<file path="config.mk">
export PLATFORM = sky130hd
export DESIGN_NAME = stall_sequencer
export DESIGN_NICKNAME = d
export VERILOG_FILES = /design/src/rtl/stall_sequencer.sv
export SDC_FILE = /design/constraint.sdc
export NUM_CORES = 1
export LEC_CHECK = 0
export CELL_PAD_IN_SITES_DETAIL_PLACEMENT = 0
export CELL_PAD_IN_SITES_GLOBAL_PLACEMENT = 2
export CORE_MARGIN = 1.5
export CORE_UTILIZATION = 30
export DETAILED_ROUTE_END_ITERATION = 10
export GPL_ROUTABILITY_DRIVEN = 0
export PLACE_DENSITY = 0.79
export SLEW_MARGIN = 20
export SYNTH_ARGS = -nofsm -noshare
export SYNTH_HDL_FRONTEND = slang
export SYNTH_SLANG_ARGS = --single-unit
</file>
<file path="constraint.sdc">
create_clock -name clk -period 3.3 [get_ports clk]
set_input_delay 0.66 -clock clk [delete_from_list [all_inputs] [get_ports clk]]
set_output_delay 0.66 -clock clk [all_outputs]
set_load 0.02 [all_outputs]
</file>
<file path="src/rtl/stall_sequencer.sv">
// Global stall controller: merges buffer-full flags and the downstream stall
// request into one registered stall, then sequences a drain window after the
// stall releases and a multi-cycle flush on request. Also keeps saturating
// stall statistics for performance debug.
module stall_sequencer #(
  parameter int NUM_BUFS     = 4,
  parameter int RESUME_DELAY = 2,
  parameter int DRAIN_CYCLES = 8,
  parameter int FLUSH_CYCLES = 2,
  parameter int CNT_W        = 16
) (
  input  logic                clk,
  input  logic                reset,
  input  logic [NUM_BUFS-1:0] buf_full,
  input  logic                stall_req,
  input  logic                flush_req,
  input  logic                cnt_clr,
  output logic                stall_out,
  output logic                flush_out,
  output logic                upstream_hold,
  output logic [1:0]          mgr_state,
  output logic [CNT_W-1:0]    stall_cycles,
  output logic [CNT_W-1:0]    stall_events
);

  // The phase counters share one width, sized for the longest terminal value.
  localparam int MAX_AB = (RESUME_DELAY > DRAIN_CYCLES) ? RESUME_DELAY : DRAIN_CYCLES;
  localparam int MAX_ALL = (MAX_AB > FLUSH_CYCLES) ? MAX_AB : FLUSH_CYCLES;
  localparam int PW = (MAX_ALL > 1) ? $clog2(MAX_ALL) : 1;

  localparam logic [PW-1:0] RESUME_LAST = PW'(RESUME_DELAY - 1);
  localparam logic [PW-1:0] DRAIN_LAST  = PW'(DRAIN_CYCLES - 1);
  localparam logic [PW-1:0] FLUSH_LAST  = PW'(FLUSH_CYCLES - 1);

  typedef enum logic [1:0] {
    ST_RUN   = 2'b00,
    ST_STALL = 2'b01,
    ST_DRAIN = 2'b10,
    ST_FLUSH = 2'b11
  } state_t;

  state_t state_reg, state_next;
  logic [PW-1:0] resume_cnt_reg, resume_cnt_next;
  logic [PW-1:0] drain_cnt_reg, drain_cnt_next;
  logic [PW-1:0] flush_cnt_reg, flush_cnt_next;
  logic [CNT_W-1:0] stall_cycles_reg;
  logic [CNT_W-1:0] stall_events_reg;
  logic event_inc;
  logic cause;

  // OR chain of all stall sources; bit 0 seeds it with the downstream request.
  logic [NUM_BUFS:0] cause_chain;
  assign cause_chain[0] = stall_req;
  generate
    for (genvar gi = 0; gi < NUM_BUFS; gi++) begin : g_cause
      assign cause_chain[gi+1] = cause_chain[gi] | buf_full[gi];
    end
  endgenerate
  assign cause = cause_chain[NUM_BUFS];

  // State and phase-counter registers.
  always_ff @(posedge clk) begin
    if (!reset) begin
      state_reg      <= ST_RUN;
      resume_cnt_reg <= '0;
      drain_cnt_reg  <= '0;
      flush_cnt_reg  <= '0;
    end else begin
      state_reg      <= state_next;
      resume_cnt_reg <= resume_cnt_next;
      drain_cnt_reg  <= drain_cnt_next;
      flush_cnt_reg  <= flush_cnt_next;
    end
  end

  // Next-state logic: flush request beats any cause, which beats counter expiry.
  always_comb begin
    state_next      = state_reg;
    resume_cnt_next = resume_cnt_reg;
    drain_cnt_next  = drain_cnt_reg;
    flush_cnt_next  = flush_cnt_reg;
    event_inc       = 1'b0;
    case (state_reg)
      ST_RUN: begin
        if (flush_req) begin
          state_next      = ST_FLUSH;
          resume_cnt_next = '0;
          drain_cnt_next  = '0;
          flush_cnt_next  = '0;
        end else if (cause) begin
          state_next = ST_STALL;
          event_inc  = 1'b1;
        end
      end
      ST_STALL: begin
        if (flush_req) begin
          state_next      = ST_FLUSH;
          resume_cnt_next = '0;
          drain_cnt_next  = '0;
          flush_cnt_next  = '0;
        end else if (cause) begin
          resume_cnt_next = '0;
        end else if (resume_cnt_reg == RESUME_LAST) begin
          state_next      = ST_DRAIN;
          resume_cnt_next = '0;
        end else begin
          resume_cnt_next = resume_cnt_reg + 1'b1;
        end
      end
      ST_DRAIN: begin
        if (flush_req) begin
          state_next      = ST_FLUSH;
          resume_cnt_next = '0;
          drain_cnt_next  = '0;
          flush_cnt_next  = '0;
        end else if (cause) begin
          state_next     = ST_STALL;
          event_inc      = 1'b1;
          drain_cnt_next = '0;
        end else if (drain_cnt_reg == DRAIN_LAST) begin
          state_next     = ST_RUN;
          drain_cnt_next = '0;
        end else begin
          drain_cnt_next = drain_cnt_reg + 1'b1;
        end
      end
      ST_FLUSH: begin
        // A pending cause is deliberately ignored here; RUN picks it up next cycle.
        if (flush_req) begin
          flush_cnt_next = '0;
        end else if (flush_cnt_reg == FLUSH_LAST) begin
          state_next     = ST_RUN;
          flush_cnt_next = '0;
        end else begin
          flush_cnt_next = flush_cnt_reg + 1'b1;
        end
      end
      default: state_next = ST_RUN;
    endcase
  end

  // Saturating statistics; a clear takes precedence over an increment.
  always_ff @(posedge clk) begin
    if (!reset || cnt_clr) begin
      stall_cycles_reg <= '0;
      stall_events_reg <= '0;
    end else begin
      if (state_reg == ST_STALL && stall_cycles_reg != '1)
        stall_cycles_reg <= stall_cycles_reg + 1'b1;
      if (event_inc && stall_events_reg != '1)
        stall_events_reg <= stall_events_reg + 1'b1;
    end
  end

  assign stall_out     = (state_reg == ST_STALL);
  assign upstream_hold = (state_reg != ST_RUN);
  assign flush_out     = (state_reg == ST_FLUSH);
  assign mgr_state     = state_reg;
  assign stall_cycles  = stall_cycles_reg;
  assign stall_events  = stall_events_reg;

endmodule

</file>
-- Yosys cells after proc, flatten, opt, wreduce, memory -nomap -nowiden
Index checks and enable logic that the tools add are counted.
- flip-flop bits (word level): 43
- latch bits: 0
- bits in writable memories: 0
- bits in read-only memories: 0
- output and inout bits: 37
- logic and storage cells: 72
- memories: 0
- $add $sub $neg: 5
- multipliers: 0
- divide/modulo/power cells: 0
- order comparisons: 0
- equal/unequal tests: 17
- shift operators: 0
- mux-type cells: 26
- bitwise logic cells: 4
- reduce and logical (&&, ||, !) cells: 14
- operators with widths (operator ; count):
    adder 16 x 1 -> 16 bit, second input constant ; 2
    inequality test 16 bit, second input constant ; 2
    two-way mux 3 bit ; 9
    two-way mux 2 bit ; 10
    one-hot mux 3 bit (2 select lines) ; 3
    adder 3 x 1 -> 3 bit, second input constant ; 3
    inequality test 2 x 1 -> 1 bit, second input constant ; 4
    one-hot mux 2 bit (4 select lines) ; 1
    equality test 3 x 1 -> 1 bit, second input constant ; 2
    inequality test 3 bit, second input constant ; 2
    AND reduction 6 bit ; 1
    nonzero test 2 bit ; 3
    equality test 2 bit, second input constant ; 2
    inequality test 4 bit, second input constant ; 1
    bitwise OR 1 bit ; 4
    AND reduction 2 bit ; 2
    OR reduction 2 bit ; 2
    equality test 3 bit, second input constant ; 1
    two-way mux 1 bit ; 3
    inequality test 3 x 2 -> 1 bit, second input constant ; 1
    OR reduction 3 bit ; 1
    equality test 2 x 1 -> 1 bit, second input constant ; 1
    logical AND 1 bit ; 2
    zero test 2 bit ; 1
    3 further kinds ; 3

-- Longest topological paths before layout
- word-level depth: 8
- depth in mapped cells: 8
- mapped depth without buffers: 5

-- Least setup slack after synthesis
No wires, ideal clock.
- path kind: in2reg
- start: in flush_req
- end: reg stall_events_reg[10], in the netlist stall_events[10]
- library setup time: 70 ps
- arrival: 1904 ps
- required time: 3230 ps
- setup slack: 1326 ps
- stages on the path: 6
- cells stage by stage: buf_6 nand4bb_1 a211o_1 buf_6 or4_1 a21oi_1
- cells in the longest elaborated chain, start to end: 3
- ends and longest elaborated chain (item ; RTL line ; text):
    start: declaration ; 16 ; input logic flush_req,
    two-way mux 1 bit ; 85 ; if (flush_req) begin
    two-way mux 1 bit ; - ;
    logical AND 1 bit ; 150 ; if (event_inc && stall_events_reg != '1)
    end signal: assignment ; 151 ; stall_events_reg <= stall_events_reg + 1'b1;
    end: declaration ; 47 ; logic [CNT_W-1:0] stall_events_reg;
No other way between the ends.
A chain may end at the register's enable or synchronous reset.

-- Worst setup path after layout
- start: reg state_reg[0], in the netlist mgr_state[0]
- end: out stall_out
- cells in the longest elaborated chain, start to end: 1
- ends and longest elaborated chain (item ; RTL line ; text):
    start: declaration ; 42 ; state_t state_reg, state_next;
    start signal: assignment ; 69 ; state_reg <= state_next;
    equality test 2 x 1 -> 1 bit ; 155 ; assign stall_out = (state_reg == ST_STALL);
    end: declaration ; 18 ; output logic stall_out,
No other way between the ends.

==> results.tsv <==
stage	metric	value	unit
status	outcome	finished, final reports clean	
yosys	yosys_warnings	0	
floorplanning	start_util	31.43	%
routing	drt_pass1_iterations	4	
global_routing	grt_pass1_wl	9.660	mm
critical_path	crit_buf_inv	2	
finish	drive_above_1_share	4.088	%
yosys	yosys.area_share.xor_xnor	0.7563	%
routing	dr.first_iter.drc_count	104	
routing	vias	2207	
critical_path	slowest_delay	0.62	ns
floorplanning	die_h	90.86	um
yosys	synthAdderAreaFrac	2.161	%
critical_path	crit_start	mgr_state[0]$_SDFFE_PN0P_	
timing	final-hold-violation-count	0	
yosys	synth.most_common_cell	dfxtp_1	
place	placed_cells	409	
yosys	avgSynthCellArea	8.391	um2
finish	layout.nets	330	
yosys	synth_ff_type	dfxtp_1	
yosys	synth.area.top_cells	dfxtp_1 37%, or4_1 5.8%, o31ai_1 5.5%	
critical_path	reg2reg_depth	5	
clocking	h-tree-depth	2	
finish	fillers	771	
yosys	synth_compound_area_share	21.07	%
global_routing	grt_remaining_overflow	0	
critical_path	crit_arrival	1.95	ns
floorplanning	die_w	90.86	um
min_path	hold_path_class	reg -> reg	
global_routing	met3_usage	2.946	%
clocking	cts_made_buffers	5	
critical_path	path_depth	3	
pwr	vdd_ir_drop_max	0.2014	mV
timing	post-route-period-util	79.23	%
yosys	synth_top_cell_by_area	dfxtp_1	
critical_path	r2r_setup_slack	1.18	ns
clocking	cts_resized	0	
timing	fin_setup_tns	0	ns
timing	timing.final.crit_period	2.615	ns
clocking	hold_buffers	0	
clocking	clock_latency	0.29	ns
finish	synthToLayoutAreaGrowth	26.26	%
yosys	synth-simple-area-share	30.31	%
yosys	ys_seq_area_share	37.17	%
finish	antennaDiodeCount	0	
clocking	cts.path.max_buffers	2	
critical_path	endpoint_kind	output pin	
timing	finClkSkew	0.005652	ns
global_routing	met1_usage	21.22	%
timing	relSlewSlack	45.98	%
routing	final_antenna_net_count	0	
critical_path	critPathCapture	stall_out	
clocking	clk_pin_slew	0.08	ns
timing	final-setup-viol-count	0	
timing	layout_setup_ws	0.6854	ns
global_routing	grt_usage	14.08	%
place	dp_slack	0.6840	ns
timing	worst_pin_slew	0.8103	ns
yosys	synth_top_family_by_area	simple AND/OR/NAND/NOR gates	
critical_path	cp_slowest_cell	clkdlybuf4s50_1	
place	port_buffers	45	
clocking	cts_root_buf	clkbuf_8	
global_routing	first_global_vias	1889	
timing	rsz0062_at_grt	no	
clocking	cts_tree	built	
timing	slew_violations	0	
floorplanning	core	7370	um2
critical_path	crit_type	reg -> out	
floorplanning	io_pins	46	
global_routing	grt_max_degree	28	
yosys	ys_seq_elements	43	
yosys	netlist_instances	276	
routing	routed_via_density	5.293	
flow_run	max_cap_violations	0	
global_routing	grt_util_met2	19.74	%
yosys	synth_nets	289	
routing	drcViolationCount	0	
critical_path	path_cells	nand2b_1, inv_1, clkdlybuf4s50_1	
floorplanning	fp-row-count	31	
global_routing	grt_busiest_layer	met1	
critical_path	regToRegStartpoint	stall_events[0]$_SDFFE_PP0P_	
critical_path	start_kind	flop	
clocking	post_cts_buffers	0	
routing	wl_per_cell	14.09	um
pwr	leakagePower	0.0009011	uW
yosys	synthDominantCellAreaShare	37.17	%
yosys	syn-cell-area	2316	um2
floorplanning	die_area	8256	um2
critical_path	worstReg2RegEnd	stall_events[3]$_SDFFE_PP0P_	
yosys	synthTopCellsByCount	43 x dfxtp_1, 26 x nand2_1, 25 x a21oi_1	
yosys	synth_cell_type_count	41	
pwr	pwr_density_cell	332.7	nW/um2
yosys	async_reset_ff_share	0	%
critical_path	crit_family	buffers and inverters	
routing	totalWireLength	5.876	mm
place	hpwl	4.122	mm
yosys	synthMuxAreaShare	2.593	%
finish	instances_no_fill	417	
global_routing	antenna_found_initial	0	
timing	fmax	382.5	MHz
critical_path	cp_max_fo	12	
yosys	synth-edff-count	0	
critical_path	required	2.64	ns
clocking	cts.sinks	43	
finish	fin_util	39.68	%
-- worst min-delay path, cell delays in order (launching register included) --
cell	delay (ns)
dfxtp_1	0.32
nand2_1	0.05
a21boi_0	0.06
-- layout make-up --
| class | count | area [um2] | area share (%) |
|---|---|---|---|
| repair buffers | 50 | 488.0 | 16.69 |
| flip-flops and latches | 43 | 860.8 | 29.44 |
| multi-input cells | 208 | 1318 | 45.06 |
| inverters | 9 | 33.78 | 1.155 |
| well taps | 99 | 123.9 | 4.236 |
| clock buffers | 8 | 100.1 | 3.423 |
-- worst min path at each step --
| stage | depth (start not counted) | from | end |
|---|---|---|---|
| 6_report | 2 | drain_cnt_reg[1]$_SDFFE_PN0P_ | drain_cnt_reg[1]$_SDFFE_PN0P_ |
| 2_1_floorplan | 2 | drain_cnt_reg[1]$_SDFFE_PN0P_ | drain_cnt_reg[1]$_SDFFE_PN0P_ |
| 5_1_grt | 2 | drain_cnt_reg[2]$_SDFFE_PN0P_ | drain_cnt_reg[2]$_SDFFE_PN0P_ |
| 3_5_place_dp | 2 | drain_cnt_reg[1]$_SDFFE_PN0P_ | drain_cnt_reg[1]$_SDFFE_PN0P_ |
| 3_3_place_gp | 2 | drain_cnt_reg[1]$_SDFFE_PN0P_ | drain_cnt_reg[1]$_SDFFE_PN0P_ |
| 4_1_cts | 2 | drain_cnt_reg[1]$_SDFFE_PN0P_ | drain_cnt_reg[1]$_SDFFE_PN0P_ |
-- where the power goes --
part	leakage, uW	switching (uW)	internal (uW)
combinational	0.000502	39.6	31.6
sequential	0.000347	8.09	522
clock	0.0000515	180	191
total	0.000901	228	745
-- per-stage QoR --
step	cell area, um2	power (uW)	hold slack [ns]
2_1_floorplan	2316	580.0	0.4447
3_3_place_gp	2824	613.0	0.4618
3_5_place_dp	2824	613.1	0.4708
4_1_cts	2924	990.9	0.4824
5_1_grt	2924	1019	0.5075
6_report	2924	972.7	0.4763
-- metal layers --
layer,vias up,part of all wire [%]
met3,2,2.6
met2,26,43
met1,1030,54
li1,1149,-
met5,-,0
met4,0,0.71
-- cell families (layout without fill, tap and decap cells) --
logic type               count (synthesis)  in the layout
AO/OA/AOI/OAI                           75             75
XOR/XNOR                                 2              2
adder cells (fa/ha/maj)                  4              4
buffers and inverters                   25             67
flip-flops                              43             43
multiplexers                             6              6
AND/OR/NAND/NOR                        121            121
-- cell usage in the layout, fill, tap and decap left out, types with 10 or more instances in the layout --
cell type	synthesis	layout
a21oi_1	25	25
clkdlybuf4s50_1	0	45
dfxtp_1	43	43
nand2_1	26	26
nand3_1	15	15
nand4_1	14	14
nor2_1	10	10
o21ai_0	11	11
o31ai_1	17	17
or4_1	18	18
Note: power is estimated with default switching activity, not from simulation.
